`src/rtl/demap_ctrl.sv`:
```
// Frame sequencer for the subcarrier demapper: input handshake, registered demapper drive, packed
// output beats with symbol/frame tags. Define DEMAP_CTRL_CNT_EN to add the beat_count port.
module demap_ctrl #(
  parameter int unsigned NSYM_W = 10
) (
  input  logic              clk,
  input  logic              rst_n,
  input  logic              frame_start,
  input  logic [1:0]        frame_mod,
  input  logic [NSYM_W-1:0] frame_nsym,
  input  logic              frame_abort,
  input  logic [51:0]       in_data,
  input  logic              in_valid,
  output logic              in_ready,
  output logic [51:0]       dm_x,
  output logic              dm_run,
  output logic [1:0]        dm_mod,
  input  logic [17:0]       dm_x0,
  input  logic [17:0]       dm_x1,
  output logic [35:0]       out_data,
  output logic [5:0]        out_nbits,
  output logic              out_valid,
  input  logic              out_ready,
  output logic              out_sym_last,
  output logic              out_frame_last,
  output logic              busy,
  output logic              frame_done
`ifdef DEMAP_CTRL_CNT_EN
  ,
  output logic [15:0]       beat_count
`endif
);

  typedef enum logic [1:0] {StIdle, StRun, StDrain} state_e;

  state_e            state_q, state_d;
  logic [1:0]        mod_q, mod_d;
  logic [5:0]        nbits_q, nbits_d;
  logic [NSYM_W-1:0] last_sym_q, last_sym_d;
  logic [NSYM_W-1:0] sym_q, sym_d;
  logic [2:0]        beat_q, beat_d;
  logic              a_valid_q, a_valid_d;
  logic [51:0]       a_data_q, a_data_d;
  logic              a_sl_q, a_sl_d, a_fl_q, a_fl_d;
  logic              b_valid_q, b_valid_d;
  logic [35:0]       b_data_q, b_data_d;
  logic              b_sl_q, b_sl_d, b_fl_q, b_fl_d;
  logic              advance, accept, xfer, in_last;

  always_comb begin
    state_d    = state_q;
    mod_d      = mod_q;
    nbits_d    = nbits_q;
    last_sym_d = last_sym_q;
    sym_d      = sym_q;
    beat_d     = beat_q;
    a_valid_d  = a_valid_q;
    a_data_d   = a_data_q;
    a_sl_d     = a_sl_q;
    a_fl_d     = a_fl_q;
    b_valid_d  = b_valid_q;
    b_data_d   = b_data_q;
    b_sl_d     = b_sl_q;
    b_fl_d     = b_fl_q;

    advance    = !b_valid_q || out_ready;
    in_ready   = (state_q == StRun) && (!a_valid_q || advance);
    accept     = in_valid && in_ready;
    xfer       = b_valid_q && out_ready;
    in_last    = (beat_q == 3'd7) && (sym_q == last_sym_q);
    frame_done = xfer && b_fl_q && !frame_abort;

    // Stage B takes whatever stage A holds; A refills in the same cycle when a beat is accepted.
    if (advance) begin
      b_valid_d = a_valid_q;
      if (a_valid_q) begin
        b_data_d = {dm_x1, dm_x0};
        b_sl_d   = a_sl_q;
        b_fl_d   = a_fl_q;
      end
    end
    if (accept) begin
      a_valid_d = 1'b1;
      a_data_d  = in_data;
      a_sl_d    = (beat_q == 3'd7);
      a_fl_d    = in_last;
      beat_d    = beat_q + 3'd1;
      if (beat_q == 3'd7) sym_d = sym_q + 1'b1;
    end else if (advance) begin
      a_valid_d = 1'b0;
    end

    unique case (state_q)
      StIdle: begin
        if (frame_start && (frame_nsym != '0)) begin
          state_d    = StRun;
          mod_d      = frame_mod;
          nbits_d    = (frame_mod == 2'd0) ? 6'd6  :
                       (frame_mod == 2'd1) ? 6'd12 :
                       (frame_mod == 2'd2) ? 6'd24 : 6'd36;
          last_sym_d = frame_nsym - 1'b1;
          beat_d     = '0;
          sym_d      = '0;
        end
      end
      StRun: begin
        if (accept && in_last) state_d = StDrain;
      end
      StDrain: begin
        if (frame_done) state_d = StIdle;
      end
      default: state_d = StIdle;
    endcase

    if (frame_abort) begin
      state_d   = StIdle;
      a_valid_d = 1'b0;
      b_valid_d = 1'b0;
      beat_d    = '0;
      sym_d     = '0;
    end
  end

  always_ff @(posedge clk or negedge rst_n) begin
    if (!rst_n) begin
      state_q    <= StIdle;
      mod_q      <= '0;
      nbits_q    <= '0;
      last_sym_q <= '0;
      sym_q      <= '0;
      beat_q     <= '0;
      a_valid_q  <= 1'b0;
      a_data_q   <= '0;
      a_sl_q     <= 1'b0;
      a_fl_q     <= 1'b0;
      b_valid_q  <= 1'b0;
      b_data_q   <= '0;
      b_sl_q     <= 1'b0;
      b_fl_q     <= 1'b0;
    end else begin
      state_q    <= state_d;
      mod_q      <= mod_d;
      nbits_q    <= nbits_d;
      last_sym_q <= last_sym_d;
      sym_q      <= sym_d;
      beat_q     <= beat_d;
      a_valid_q  <= a_valid_d;
      a_data_q   <= a_data_d;
      a_sl_q     <= a_sl_d;
      a_fl_q     <= a_fl_d;
      b_valid_q  <= b_valid_d;
      b_data_q   <= b_data_d;
      b_sl_q     <= b_sl_d;
      b_fl_q     <= b_fl_d;
    end
  end

  assign dm_x           = a_data_q;
  assign dm_run         = a_valid_q;
  assign dm_mod         = mod_q;
  assign out_data       = b_data_q;
  assign out_nbits      = nbits_q;
  assign out_valid      = b_valid_q;
  assign out_sym_last   = b_sl_q;
  assign out_frame_last = b_fl_q;
  assign busy           = (state_q != StIdle);

`ifdef DEMAP_CTRL_CNT_EN
  // Lifetime transfer count: survives aborts, saturates instead of wrapping.
  logic [15:0] beat_count_q;

  always_ff @(posedge clk or negedge rst_n) begin
    if (!rst_n) begin
      beat_count_q <= '0;
    end else if (xfer && (beat_count_q != 16'hFFFF)) begin
      beat_count_q <= beat_count_q + 16'd1;
    end
  end

  assign beat_count = beat_count_q;
`endif

endmodule
```
`config.mk`:
```
export PLATFORM = sky130hd
export DESIGN_NAME = demap_ctrl
export DESIGN_NICKNAME = d
export VERILOG_FILES = /design/src/rtl/demap_ctrl.sv
export SDC_FILE = /design/constraint.sdc
export NUM_CORES = 1
export LEC_CHECK = 0
export CORE_MARGIN = 2
export CORE_UTILIZATION = 45
export CTS_BUF_LIST = sky130_fd_sc_hd__clkbuf_4
export DETAILED_ROUTE_END_ITERATION = 10
export GPL_ROUTABILITY_DRIVEN = 0
export PLACE_DENSITY = 0.93
export SETUP_SLACK_MARGIN = 0.02
export SYNTH_ARGS = -nofsm -noshare
export SYNTH_HDL_FRONTEND = slang
export SYNTH_SLANG_ARGS = --single-unit
export TNS_END_PERCENT = 50
```
`constraint.sdc`:
```
create_clock -name clk -period 2.3 [get_ports clk]
set_clock_uncertainty 0.1 [all_clocks]
set_input_delay 0.46 -clock clk [delete_from_list [all_inputs] [get_ports clk]]
set_output_delay 0.46 -clock clk [all_outputs]
set_load 0.01 [all_outputs]
```
# Word-level counts from Yosys, hierarchy flattened
# Cells that the tools add are included.
[classes] n_eq_ne=9 reduce_logical=22 add_sub_neg=3 n_mux=22
[op_table] op="$mux 10" n=5
[op_table] op="$mux 6" n=3
[op_table] op="$mux 3" n=4
[op_table] op="$add 10x1->10 const B" n=1
[op_table] op="$eq 10x10->1" n=1
[op_table] op="$reduce_bool 10->1" n=1
[op_table] op="$sub 10x1->10 const B" n=1
[op_table] op="$logic_and 1x1->1" n=8
[op_table] op="$mux 2" n=4
[op_table] op="$ne 3x3->1 const B" n=2
[op_table] op="$pmux 2 s3" n=1
[op_table] op="$mux 1" n=5
[op_table] op="$eq 2x1->1 const B" n=2
[op_table] op="$eq 2x2->1 const B" n=2
[op_table] op="$logic_not 2->1" n=2
[op_table] op="$reduce_and 2->1" n=2
[op_table] op="$reduce_bool 2->1" n=2
[op_table] op="$add 3x1->3 const B" n=1
[op_table] op="$eq 3x3->1 const B" n=1
[op_table] op="$logic_not 1->1" n=3
[op_table] op="$ne 3x2->1 const B" n=1
[op_table] op="$reduce_and 3->1" n=1
[op_table] op="$reduce_bool 3->1" n=1
[op_table] op="$logic_or 1x1->1" n=2
[totals] inputBits=106 elab_cells=70 output_inout_bits=103 ff_bits=127

# Depth between registers and ports, before layout
[depth] word_depth=9 ltp_mapped=9 depth_no_buf=6

# Least setup slack after synthesis
# No wires, ideal clock.
[synth_timing] path_type="input -> register" from="input port frame_nsym[0]" to="register nbits_q[1] (netlist: out_nbits[1])" t_required_ps=2073 stages=7 path_buffers=2 slack_ps=123 t_arrival_ps=1950 setup_ps=127 path_cell_list="inv_1 -> ha_1 -> or3b_1 -> clkbuf_1 -> o41ai_4 -> buf_6 -> mux2_1"
[synth_via] elab_chain_cells=3
[synth_rtl] element="from (decl)" line="10" text="input logic [NSYM_W-1:0] frame_nsym,"
[synth_rtl] element="$reduce_bool 10->1" line="95" text="if (frame_start && (frame_nsym != '0)) begin"
[synth_rtl] element="$logic_and 1x1->1" line="95"
[synth_rtl] element="$reduce_and 2->1 (no source line)"
[synth_rtl] element="to (signal assigned)" line="143" text="nbits_q <= nbits_d;"
[synth_rtl] element="to (decl)" line="38" text="logic [5:0] nbits_q, nbits_d;"
# Every way passes these cells.
# A chain may end at the register's enable or synchronous reset.

# Worst setup path after layout
[layout_timing] from="register a_valid_q (netlist: dm_run)" to="output port in_ready"
[layout_via] elab_chain_cells=3
[layout_rtl] element="from (decl)" line="42" text="logic a_valid_q, a_valid_d;"
[layout_rtl] element="from (signal assigned)" line="147" text="a_valid_q <= a_valid_d;"
[layout_rtl] element="$logic_not 1->1" line="67" text="in_ready = (state_q == StRun) && (!a_valid_q || advance);"
[layout_rtl] element="$logic_or 1x1->1" line="67"
[layout_rtl] element="$logic_and 1x1->1" line="67"
[layout_rtl] element="to (decl)" line="14" text="output logic in_ready,"
# Every way passes these cells.

==> metrics.md <==
| Metric | Value |
|---|---|
| Status | complete, no violations |
| Antenna diodes | 0 |
| Starting Density | 0.460 |
| Number of buffers added on ports | 207 |
| CP max stage delay | 0.45 ns |
| Final Util | 0.705 |
| # rows | 39 |
| Syn_nets | 492 |
| Syn avg cell area | 13.9 sq um |
| Top post-synthesis cells by area | dfrtp_1 60%, mux2_2 19%, xnor2_1 3.2%, ha_1 1.9%, nand2_1 1.4% |
| H-tree Lvls | 4 |
| Post-synth top area cell | dfrtp_1 |
| Sequential share of power | 0.440 |
| Sink Count | 126 |
| Fin Hold WS | 0.350 ns |
| Cell area after synthesis | 5260 sq um |
| Post-synthesis sequential area ratio | 0.600 |
| TritonCTS Buffers | 17 |
| P&R area growth vs syn | 53.2% |
| Commonest non-fill, non-tap cell in the layout | clkdlybuf4s50_1 |
| Placed Instances | 742 |
| Gr ovfl total | 0 |
| DP Area | 7700 sq um |
| Clock power share | 0.267 |
| Post-DP HPWL | 10100 microns |
| Vias | 3921 |
| Net switching power | 1750 uW |
| Global-route wire length before repair | 21100 microns |
| Int Pwr | 4840 uW |
| GRT Overall Usage | 0.215 |
| RSZ-0062 raised after global routing | no |
| Crit-path slowest cell | dfrtp_2 |
| Mapped Cells | 378 |
| # fillers | 802 |
| YS warnings | 0 |
| Layout cells sized above 1 | 0.258 |
| Max frequency | 463 MHz |
| Largest net degree at the start of global routing | 56 |
| Clk slew on worst S/H paths | 0.11 ns |
| Top cell type's share of synthesized area | 0.600 |
| Die area | 12600 sq um |
| Peak supply drop | 0.525 mV |
| Yosys reg bits | 126 |
| Drt drc | 0 |
| Sequence of cells on the critical path | and3b_1 -> nor3b_2 -> clkdlybuf4s15_2 |
| Initial detailed-routing violation count | 143 |
| Pwr Density | 818 nW/um^2 |
| Yosys cell types | 45 |
| Comb power frac | 0.293 |
| Worst EP required | 1.74 ns |
| Final ANT Viol Nets | 0 |
| Clock tree buffer depth | 2 |
| Crit path kind | register to primary output |
| Final hold viol count | 0 |
| CP Max Fanout | 5 |
| DRT Wirelength | 13300 microns |
| Crit share post-route | 0.939 |
| Initial antenna violation count | 0 |
| Most frequent cells in the layout | 203 x clkdlybuf4s50_1, 123 x dfrtp_1, 90 x mux2_2 |
| Worst setup EP type | primary output |
| Sw Share | 0.265 |
| Final instance area | 8050 sq um |
| Leakage power | 0.00346 uW |
| Root buffer cell | clkbuf_4 |
| I/O pins | 209 |
| Mean routed wirelength per cell | 17.1 microns |
| Fin nets | 734 |
| DIE HEIGHT | 112 microns |
| WP data arrival | 1.60 ns |
| Vias per std cell | 5.05 |
| CTS tree | yes |
| Final setup fails | 0 |
| Core Footprint | 11400 sq um |
| Min Clock Period, post-route | 2.16 ns |
| Vias in the first global route | 4185 |
| Horiz. Die Dim | 112 microns |
| TNS Setup | 0 ns |
| Latest clock arrival within the worst-skew pair | 0.53 ns |
| Critical Path Start Type | register |
| Layout Cells excl Fill | 776 |
| Drt pass-1 iters | 4 |
| Max-slew violations | 0 |
| Max-Cap Viols | 0 |
| Worst min path class | primary input to asynchronous set/reset pin |
-- final timing paths --
path | start | end | depth (start not counted) | slack (ns)
worst max-delay path | dm_run | in_ready | 3 | 0.14
worst min-delay path | rst_n | dm_x[46] | 2 | 0.35
worst max register to register | beat_q[0] | state_q[1] | 6 | 0.25
worst min register to register | a_sl_q | a_sl_q | 2 | 0.39
max in group asynchronous | rst_n | out_data[15] | 3 | 1.10
min in group clk | a_sl_q | a_sl_q | 2 | 0.39
-- metal layers --
| layer | wire length, microns | track usage |
|---|---|---|
| met2 | 7090 | 0.388 |
| met1 | 5080 | 0.238 |
| met4 | 352 | 0.0984 |
| met5 | 0 | 0 |
| met3 | 740 | 0.0578 |
-- critical path: cells and delay by family (launching register included) --
family | cells | cell delay [ns]
buf+inv | 1 | 0.24
flops | 1 | 0.45
simple gates | 2 | 0.38
-- synthesized netlist by cell type, drive strengths merged --
cell type and count:
nand4b 3, nor4b 1, nor3b 2, conb 1
o41ai 2, a211oi 1, or4 5, and3b 1
nand3b 2, xor2 5, dfrtp 126, nor4 3
ha 8, or3b 1, o21ai 14, nor3 2
or2 1, o21a 1, mux2i 3, o32ai 1
a31oi 1, xnor2 19, buf 13, nand2 19
nand3 8, and3 2, inv 7, nand2b 1
o31ai 2, nor2 14, mux2 94, or3 1
a21oi 6, clkbuf 3, and4b 1, nand4 3
a211o 1
-- sequential cells by signal, summed over array words and instances, names as in the netlist --
| name | flops |
|---|---|
| out_frame_last | 1 |
| dm_mod | 2 |
| out_valid | 1 |
| out_nbits | 5 |
| out_data | 36 |
| state_q | 2 |
| a_fl_q | 1 |
| out_sym_last | 1 |
| a_sl_q | 1 |
| dm_x | 52 |
| last_sym_q | 10 |
| sym_q | 10 |
| beat_q | 3 |
| dm_run | 1 |
-- kinds of logic (layout without fill, tap and decap cells) --
kind of cell	count (synthesis)	count (layout)	share of synthesized area
flops	126	126	0.600
fa+ha+maj	8	8	0.0190
other cells	1	1	0.000713
buf+inv	23	278	0.0221
compound gates	29	29	0.0390
simple gates	70	70	0.0721
mux	97	97	0.207
xor+xnor	24	24	0.0400
-- power by group through the flow --
stage / clock network (uW) / logic [uW] / registers (uW)
floorplan: 0 / 503 / 3100
global placement: 0 / 1890 / 2900
detailed placement: 0 / 1950 / 2950
CTS: 1800 / 1960 / 2910
global route: 1880 / 2050 / 2950
finish: 1760 / 1930 / 2900
-- timing repair --
action	in CTS	in global routing
endpoints found under the hold margin	33	0
buffers inserted	0	1
setup endpoints to repair	3	1
hold buffers	1	0
resized for setup	9	1
-- final cells by class --
class                           count  area, sq um  share of cell area
Clock inverter                     15          200              0.0249
Clock buffer                       17          128              0.0158
Timing Repair Buffer              239         2360               0.293
Inverter                            7         26.3             0.00326
Tap cell                          143          179              0.0222
Multi-Input combinational cell    229         2000               0.249
Sequential cell                   126         3160               0.392
-- per-stage QoR --
stage / total power [uW] / setup slack [ns]
final: 6590 / 0.141
after global routing: 6890 / 0.0204
after CTS: 6660 / 0.0220
after detailed placement: 4900 / -0.277
after global placement: 4780 / -0.187
after floorplan: 3610 / 0.123
Note: power is estimated with default switching activity, not from simulation.
